`src/rtl/wb_arbiter_if.sv`:
```
`default_nettype none
// ============================================================================
// Module      : wb_arbiter_if
// Description : Bundle of the writeback arbiter's result-source and
//               register-file write signals.
//               Source side (ALU): alu_valid, alu_rd, alu_data -> alu_stall
//               Source side (LSU): lsu_valid, lsu_rd, lsu_data -> lsu_ready
//               Register file    : rd_addr, rd_data, rd_wen
//               Decode interlock : busy_mask
//               modport master : the pipeline side (drives the sources)
//               modport slave  : the arbiter
// Revision    : 1.0 - initial release
// ============================================================================
interface wb_arbiter_if;
  logic        alu_valid;
  logic [4:0]  alu_rd;
  logic [31:0] alu_data;
  logic        alu_stall;
  logic        lsu_valid;
  logic        lsu_ready;
  logic [4:0]  lsu_rd;
  logic [31:0] lsu_data;
  logic [4:0]  rd_addr;
  logic [31:0] rd_data;
  logic        rd_wen;
  logic [31:0] busy_mask;

  modport master (
    output alu_valid, alu_rd, alu_data, lsu_valid, lsu_rd, lsu_data,
    input  alu_stall, lsu_ready, rd_addr, rd_data, rd_wen, busy_mask
  );

  modport slave (
    input  alu_valid, alu_rd, alu_data, lsu_valid, lsu_rd, lsu_data,
    output alu_stall, lsu_ready, rd_addr, rd_data, rd_wen, busy_mask
  );
endinterface
`default_nettype wire

```
`src/rtl/wb_arbiter.sv`:
```
`default_nettype none
// ============================================================================
// Module      : wb_arbiter
// Description : Writeback arbiter for the single register-file write port.
//               Merges the single-cycle ALU path and the buffered, in-order
//               LSU path into at most one registered write per cycle. A
//               starvation counter forces an LSU slot after STARVE_MAX
//               consecutive ALU wins while LSU results are waiting.
// Ports       : clk, rst  - clock, synchronous active-high reset
//               bus        - wb_arbiter_if.slave (sources, write port,
//                            busy mask)
// Parameters  : DEPTH      - LSU result FIFO entries (power of two, >= 2)
//               STARVE_MAX - ALU wins allowed while the FIFO is non-empty
// Revision    : 1.0 - initial release
// ============================================================================
module wb_arbiter #(
  parameter int DEPTH      = 2,
  parameter int STARVE_MAX = 4
) (
  input  wire logic     clk,
  input  wire logic     rst,
  wb_arbiter_if.slave   bus
);

  localparam int C_PTR_W = $clog2(DEPTH);
  localparam int C_CNT_W = C_PTR_W + 1;
  localparam int C_STV_W = $clog2(STARVE_MAX + 1);

  localparam logic [C_CNT_W-1:0] C_DEPTH      = C_CNT_W'(DEPTH);
  localparam logic [C_STV_W-1:0] C_STARVE_MAX = C_STV_W'(STARVE_MAX);

  // FIFO storage; the per-slot valid bits feed the busy mask directly
  logic [4:0]         r_mem_rd   [DEPTH];
  logic [31:0]        r_mem_data [DEPTH];
  logic [DEPTH-1:0]   r_slot_vld;
  logic [C_PTR_W-1:0] r_head;
  logic [C_PTR_W-1:0] r_tail;
  logic [C_CNT_W-1:0] r_count;
  logic [C_STV_W-1:0] r_starve;

  logic [4:0]         r_rd_addr;
  logic [31:0]        r_rd_data;
  logic               r_rd_wen;

  logic               w_empty;
  logic               w_alu_req;
  logic               w_alu_win;
  logic               w_pop;
  logic               w_lsu_ready;
  logic               w_push;
  logic [31:0]        w_busy;

  assign w_empty     = (r_count == '0);
  assign w_alu_req   = bus.alu_valid && (bus.alu_rd != 5'd0);
  assign w_alu_win   = w_alu_req && (w_empty || (r_starve < C_STARVE_MAX));
  assign w_pop       = !w_alu_win && !w_empty;
  // Depends only on the current count: no pass-through when full
  assign w_lsu_ready = !rst && (r_count < C_DEPTH);
  // Transfers to x0 are acknowledged but never stored
  assign w_push      = bus.lsu_valid && w_lsu_ready && (bus.lsu_rd != 5'd0);

  assign bus.lsu_ready = w_lsu_ready;
  assign bus.alu_stall = !rst && w_alu_req && !w_empty && (r_starve == C_STARVE_MAX);
  assign bus.rd_addr   = r_rd_addr;
  assign bus.rd_data   = r_rd_data;
  assign bus.rd_wen    = r_rd_wen;

  // FIFO payload carries no reset: stale slots are masked by r_slot_vld
  always_ff @(posedge clk) begin
    if (w_push) begin
      r_mem_rd[r_tail]   <= bus.lsu_rd;
      r_mem_data[r_tail] <= bus.lsu_data;
    end
  end

  always_ff @(posedge clk) begin
    if (rst) begin
      r_head     <= '0;
      r_tail     <= '0;
      r_count    <= '0;
      r_starve   <= '0;
      r_slot_vld <= '0;
      r_rd_addr  <= '0;
      r_rd_data  <= '0;
      r_rd_wen   <= 1'b0;
    end else begin
      // Push and pop never target the same slot: that would need the FIFO
      // to be both empty (pop) and full (push) at once.
      if (w_push) begin
        r_slot_vld[r_tail] <= 1'b1;
        r_tail             <= r_tail + 1'b1;
      end
      if (w_pop) begin
        r_slot_vld[r_head] <= 1'b0;
        r_head             <= r_head + 1'b1;
      end

      case ({w_push, w_pop})
        2'b10:   r_count <= r_count + 1'b1;
        2'b01:   r_count <= r_count - 1'b1;
        default: r_count <= r_count;
      endcase

      // The counter only moves while LSU results are waiting; an ALU win
      // with a non-empty FIFO implies r_starve < STARVE_MAX, so the
      // increment saturates by construction.
      if (w_pop || w_empty) begin
        r_starve <= '0;
      end else if (w_alu_win) begin
        r_starve <= r_starve + 1'b1;
      end

      if (w_alu_win) begin
        r_rd_addr <= bus.alu_rd;
        r_rd_data <= bus.alu_data;
        r_rd_wen  <= 1'b1;
      end else if (w_pop) begin
        r_rd_addr <= r_mem_rd[r_head];
        r_rd_data <= r_mem_data[r_head];
        r_rd_wen  <= 1'b1;
      end else begin
        r_rd_wen  <= 1'b0;
      end
    end
  end

  // Pending writes: every queued entry plus the write being presented now
  always_comb begin
    w_busy = '0;
    for (int i = 0; i < DEPTH; i++) begin
      if (r_slot_vld[i]) begin
        w_busy[r_mem_rd[i]] = 1'b1;
      end
    end
    if (r_rd_wen) begin
      w_busy[r_rd_addr] = 1'b1;
    end
    w_busy[0] = 1'b0;
    bus.busy_mask = rst ? 32'd0 : w_busy;
  end

endmodule
`default_nettype wire

```
`src/flat_wrapper.sv`:
```
// flat-port wrapper written by rule: the top's interface ports become plain ports
module wb_arbiter_flat 
#(
  parameter int DEPTH      = 2,
  parameter int STARVE_MAX = 4
)
  (clk, rst, bus_alu_valid, bus_alu_rd, bus_alu_data, bus_lsu_valid, bus_lsu_rd, bus_lsu_data, bus_alu_stall, bus_lsu_ready, bus_rd_addr, bus_rd_data, bus_rd_wen, bus_busy_mask);
  wb_arbiter_if bus_i ();
  input  wire logic clk;
  input  wire logic rst;
  input wire logic [$bits(bus_i.alu_valid)-1:0] bus_alu_valid;
  input wire logic [$bits(bus_i.alu_rd)-1:0] bus_alu_rd;
  input wire logic [$bits(bus_i.alu_data)-1:0] bus_alu_data;
  input wire logic [$bits(bus_i.lsu_valid)-1:0] bus_lsu_valid;
  input wire logic [$bits(bus_i.lsu_rd)-1:0] bus_lsu_rd;
  input wire logic [$bits(bus_i.lsu_data)-1:0] bus_lsu_data;
  output wire logic [$bits(bus_i.alu_stall)-1:0] bus_alu_stall;
  output wire logic [$bits(bus_i.lsu_ready)-1:0] bus_lsu_ready;
  output wire logic [$bits(bus_i.rd_addr)-1:0] bus_rd_addr;
  output wire logic [$bits(bus_i.rd_data)-1:0] bus_rd_data;
  output wire logic [$bits(bus_i.rd_wen)-1:0] bus_rd_wen;
  output wire logic [$bits(bus_i.busy_mask)-1:0] bus_busy_mask;
  assign bus_i.alu_valid = bus_alu_valid;
  assign bus_i.alu_rd = bus_alu_rd;
  assign bus_i.alu_data = bus_alu_data;
  assign bus_i.lsu_valid = bus_lsu_valid;
  assign bus_i.lsu_rd = bus_lsu_rd;
  assign bus_i.lsu_data = bus_lsu_data;
  assign bus_alu_stall = bus_i.alu_stall;
  assign bus_lsu_ready = bus_i.lsu_ready;
  assign bus_rd_addr = bus_i.rd_addr;
  assign bus_rd_data = bus_i.rd_data;
  assign bus_rd_wen = bus_i.rd_wen;
  assign bus_busy_mask = bus_i.busy_mask;
  wb_arbiter #(.DEPTH(DEPTH), .STARVE_MAX(STARVE_MAX)) u_core (.clk(clk), .rst(rst), .bus(bus_i));
endmodule
```
`config.mk`:
```
export PLATFORM = sky130hd
export DESIGN_NAME = wb_arbiter_flat
export DESIGN_NICKNAME = d
export VERILOG_FILES = /design/src/rtl/wb_arbiter_if.sv /design/src/rtl/wb_arbiter.sv /design/src/flat_wrapper.sv
export SDC_FILE = /design/constraint.sdc
export NUM_CORES = 1
export LEC_CHECK = 0
export ABC_AREA = 1
export CAP_MARGIN = 30
export CORE_ASPECT_RATIO = 1.4
export CORE_MARGIN = 8
export CORE_UTILIZATION = 50
export DETAILED_ROUTE_END_ITERATION = 10
export PLACE_DENSITY = 0.88
export SYNTH_ARGS = -nofsm -noshare
export SYNTH_HDL_FRONTEND = slang
export SYNTH_SLANG_ARGS = --single-unit
```
`constraint.sdc`:
```
create_clock -name clk -period 3.41 [get_ports clk]
set_clock_uncertainty 0.2 [all_clocks]
set_input_delay 1.023 -clock clk [delete_from_list [all_inputs] [get_ports clk]]
set_output_delay 1.023 -clock clk [all_outputs]
set_load 0.05 [all_outputs]
```
## After elaboration in Yosys (flattened, before gate mapping)

Memories as Yosys holds them, arrays and structs flattened. A register that Yosys moved wholly into a read port is not among the register bits.
Index checks and enable logic that the tools add are counted.

| word-level totals | value |
|---|---|
| register bits | 47 |
| memory bits (writable) | 74 |
| output and inout bits | 72 |
| memories kept | 2 |

Memories:

| memory | words | width | read ports | clocked after Yosys merged registers in | wr ports | line | RTL |
|---|---|---|---|---|---|---|---|
| u_core.r_mem_data | 2 | 32 | 1 | 1 | 1 | wb_arbiter.sv:34 | `logic [31:0] r_mem_data [DEPTH];` |
| u_core.r_mem_rd | 2 | 5 | 3 | 1 | 1 | wb_arbiter.sv:33 | `logic [4:0] r_mem_rd [DEPTH];` |

| operators by class | value |
|---|---|
| add/subtract/negate cells | 5 |
| magnitude comparators | 12 |
| equal/unequal tests | 3 |
| muxes and demuxes | 30 |
| bitwise operators | 5 |
| reduce and logical (&&, ||, !) cells | 25 |

Operators by type and width:

| operator | number |
|---|---|
| two-way mux 32 bit | 6 |
| OR 32 bit | 2 |
| < comparator 5 x 6 -> 1 bit (second input constant) | 3 |
| demux 1 bit (select 5 bit) | 3 |
| greater-or-equal comparator 5 x 1 -> 1 bit (second input constant) | 3 |
| logical AND 1 bit | 14 |
| two-way mux 1 bit | 13 |
| two-way mux 5 bit | 2 |
| nonzero test 5 bit | 2 |
| two-way mux 2 bit | 3 |
| < comparator 1 x 2 -> 1 bit (second input constant) | 2 |
| case mux 2 bit (2 select lines) | 1 |
| nonzero test 2 bit | 2 |
| adder 3 x 1 -> 3 bit (second input constant) | 1 |
| equality test 3 bit (second input constant) | 1 |
| zero test 1 bit | 3 |
| < comparator 3 bit (second input constant) | 1 |
| adder 1 bit (second input constant) | 2 |
| adder 2 x 1 -> 2 bit (second input constant) | 1 |
| AND 2 bit | 1 |
| demux 1 bit (select 1 bit) | 2 |
| equality test 2 x 1 -> 1 bit (second input constant) | 1 |
| equality test 2 bit (second input constant) | 1 |
| greater-or-equal comparator 1 bit (second input constant) | 2 |
| other kinds (7) | 8 |

## Logic depth before layout (Yosys ltp)

An unclocked memory read counts as a cell.

| logic depth | value |
|---|---|
| word-level depth | 11 |
| mapped depth | 11 |

## Least setup slack after synthesis

OpenSTA, ideal clock, no wires.

| timing | value |
|---|---|
| path type | in2out |
| start | input port bus_alu_rd[3] |
| end | output port bus_alu_stall |
| arrival | 2.490 ns |
| data required time | 2.187 ns |
| slack | -0.303 ns |
| cell stages on the path | 5 |
| buffers on the path | 1 |
| cell sequence | nor2_1 -> nand3_2 -> nand2_2 -> buf_2 -> nor3_1 |

| on the way | value |
|---|---|
| word-level cells in the longest chain between the ends | 5 |

RTL lines:

| what | line | RTL |
|---|---|---|
| start: declaration | flat_wrapper.sv:12 | `input wire logic [$bits(bus_i.alu_rd)-1:0] bus_alu_rd;` |
| nonzero test 5 bit | wb_arbiter.sv:54 | `assign w_alu_req = bus.alu_valid && (bus.alu_rd != 5'd0);` |
| logical AND 1 bit | wb_arbiter.sv:54 |  |
| logical AND 1 bit (3 in series) | wb_arbiter.sv:63 | `assign bus.alu_stall = !rst && w_alu_req && !w_empty && (r_starve == C_STARVE_MAX);` |
| end: declaration | flat_wrapper.sv:17 | `output wire logic [$bits(bus_i.alu_stall)-1:0] bus_alu_stall;` |

Every way passes these cells.

## Final worst setup path

| timing | value |
|---|---|
| start | input port bus_alu_rd[0] |
| end | output port bus_alu_stall |

The elaborated chain is that of the path after synthesis.

==> flow_metrics.tcl <==
set metrics [dict create \
    synth_area_um2 6110 \
    p_leak_nw 3.88 \
    area_growth_pct 43.8 \
    fin_crit_sh_pct 97.5 \
    die_w_um 109 \
    cp-end-kind "output port" \
    crit_path_max_fanout 2 \
    worstSetupStartpointType "input port" \
    critPathRequiredTime_ns 2.19 \
    relSlewSlack_pct 53.0 \
    path_class "input port to output port" \
    die-height_um 147 \
    h-tree-depth 4 \
    rows 48 \
    setup_viol 0 \
    clk_transition_reported_paths_ns 0.05 \
    dp_slack_ns -0.0454 \
    async_flop_share_pct 0 \
    grt_pass1_wl_um 28500 \
    synth_top_area_share_pct 36.4 \
    cts_hold_buffers 0 \
    hold_viol 0 \
    synth_common_cells "nand2_1, inv_1, nand3_1" \
    antennaDiodeCount 0 \
    ys_ff_latch 122 \
    core_um2 12100 \
    wl_um 18400 \
    syn-num-nets 863 \
    drive_above_1_share_pct 11.3 \
    dp_cells 1067 \
    synth_edf_count 74 \
    cts_buffers 17 \
    viasPerCell 5.35 \
    synth_area_leader_cell "edfxtp_1" \
    drc 0 \
    clk_path_buf_depth 2 \
    fillers 861 \
    portBuffers 148 \
    ir_worst_vdd_mv 0.476 \
    synthTopCellsByArea "edfxtp_1, nand2_1, dfxtp_1" \
    final_cells 1102 \
    yosysUniqueCellTypes 30 \
    multi_input_area_um2 2420 \
    ys_warn_count 0 \
    clock-root-buffer "clkbuf_16" \
    grtUsageTotal_pct 22.8 \
    ant_nets 0 \
    p_per_area_nw_per_um2 556 \
    grt_pass1_vias 5874 \
    final-max-slew-violation-count 0 \
    finalWeightedCongestion 0.948 \
    antenna_found_initial 0 \
    hp-class "flop to flop" \
    seq_area_frac_synth_pct 52.1 \
    rsz0062_at_grt "false" \
    drtIter0Drc 349 \
    grt_max_degree 39 \
    cts_tree "yes" \
    hpwl_um 13000 \
    dieArea_um2 16100 \
    worst_slew_pin_slew_ns 0.703 \
    grt-ovfl-total 0 \
    synth.most_common_cell "nand2_1" \
    setup_ws_ns 0.0842 \
    initial_core_util_pct 50.4 \
    syn_area_per_cell_um2 7.82 \
    wl_per_cell_um 16.7 \
    vias 5892 \
    cts.sinks 122 \
    maxCapViolCount 0 \
    fmax_mhz 301 \
    outcome "complete, no violations" \
    insertion_delay_ns 0.41 \
    ys.flop_type "edfxtp_1" \
    io_pins 150 \
    arrival_ns 2.10 \
    fin_crit_ns 3.33 \
    first_pass_iters 5 \
    register_area_um2 3180 \
    synthCells 782 \
    nets 1020 \
]
logic make-up after synthesis:
family / Yosys count / share of synthesized area, %
AO/OA/AOI/OAI: 53 / 4.48
XOR/XNOR: 3 / 0.430
adder cells (fa/ha/maj): 3 / 0.614
buffers and inverters: 131 / 9.09
flip-flops: 122 / 52.1
other: 1 / 0.0614
AND/OR/NAND/NOR: 469 / 33.2
registers in the layout, summed over array words and instances, names as in the netlist, named ones only:
| signal | flops |
|---|---|
| u_core.r_head | 1 |
| u_core.r_starve | 3 |
| u_core.r_slot_vld | 2 |
| u_core.bus.rd_wen | 1 |
| u_core.bus.rd_data | 32 |
| u_core.r_mem_data | 64 |
| u_core.r_tail | 1 |
| u_core.r_mem_rd | 10 |
| u_core.bus.rd_addr | 5 |
| u_core.r_count | 2 |
path summary, 6_finish.rpt:
check	startpoint	to	slack (ns)	cells past startpoint
max	bus_alu_rd[0]	bus_alu_stall	0.08	6
min	u_core.r_starve[0]	u_core.r_starve[0]	0.25	1
max reg2reg	u_core.r_count[1]	u_core.bus.rd_addr[3]	1.18	9
min reg2reg	u_core.r_starve[0]	u_core.r_starve[0]	0.25	1
layer usage:
metal / vias up / global-route usage, % / part of all wire [%]
met5: - / 0 / 0
met4: 0 / 16.8 / 6.2
met3: 91 / 6.31 / 7.2
met2: 298 / 39.9 / 52
met1: 2665 / 21.9 / 35
li1: 2838 / - / -
final cells by class:
class,count,area share [%]
clock buffer,24,5.37
clock inverter,8,1.64
sequential,122,36.2
inverter,98,4.24
tap,150,2.14
timing repair buffer,171,22.9
multi-input combinational,529,27.5
cell usage in the layout (no fill, tap or decap):
master,instances
inv_2,3
xor2_1,2
nand3_2,1
dfxtp_2,1
nand2_4,2
clkinv_1,2
a21oi_2,1
clkbuf_16,17
dlymetal6s2s_1,1
buf_4,20
nor3_4,2
nand2_2,2
nor3_2,5
clkbuf_1,5
clkdlybuf4s50_1,114
clkbuf_4,1
a31oi_2,4
nor2_1,20
o21ai_1,2
bufinv_16,4
edfxtp_1,74
dfxtp_1,47
o21ai_0,44
conb_1,1
clkbuf_8,2
a21oi_1,2
nand4_1,16
xnor2_1,1
clkinv_2,3
nand3_4,1
ha_1,3
clkinv_4,2
inv_1,92
nor3b_1,1
buf_12,35
nand2_1,310
nor2_4,2
nor3_1,26
nand3_1,81
timing repair:
| action | in CTS | in global routing |
|---|---|---|
| resized for setup | 1 | 5 |
| setup buffers | 0 | 3 |
| pin swaps | 0 | 1 |
| cloned | 0 | 0 |
| endpoints found under the setup margin | 4 | 17 |
worst max-delay path: stages:
cell and delay [ns]:
clkdlybuf4s50_1 0.48, nor2_1 0.08, nand3_2 0.08, nand2_2 0.07, nor3_4 0.20, buf_12 0.16
power breakdown:
| group | total, mW | switching, mW | leakage (nW) | internal, mW |
|---|---|---|---|---|
| combinational | 1.21 | 0.811 | 2.51 | 0.399 |
| clock | 1.86 | 0.604 | 0.302 | 1.26 |
| sequential | 1.82 | 0.106 | 1.07 | 1.71 |
| total | 4.89 | 1.52 | 3.88 | 3.37 |
metrics by stage:
stage          power (mW)  cell area [µm²]  util (%)  TNS [ns]  hold WS (ns)
2_1_floorplan        2.58             6140         -         0         0.217
3_3_place_gp         3.00             8130      67.0   -0.0169         0.228
3_5_place_dp         3.03             8130      67.0   -0.0554         0.238
4_1_cts              4.90             8750      72.1         0         0.251
5_1_grt              5.08             8790      72.4         0         0.265
6_report             4.89             8790      72.4         0         0.250
Power figures use the tool's default switching activity.
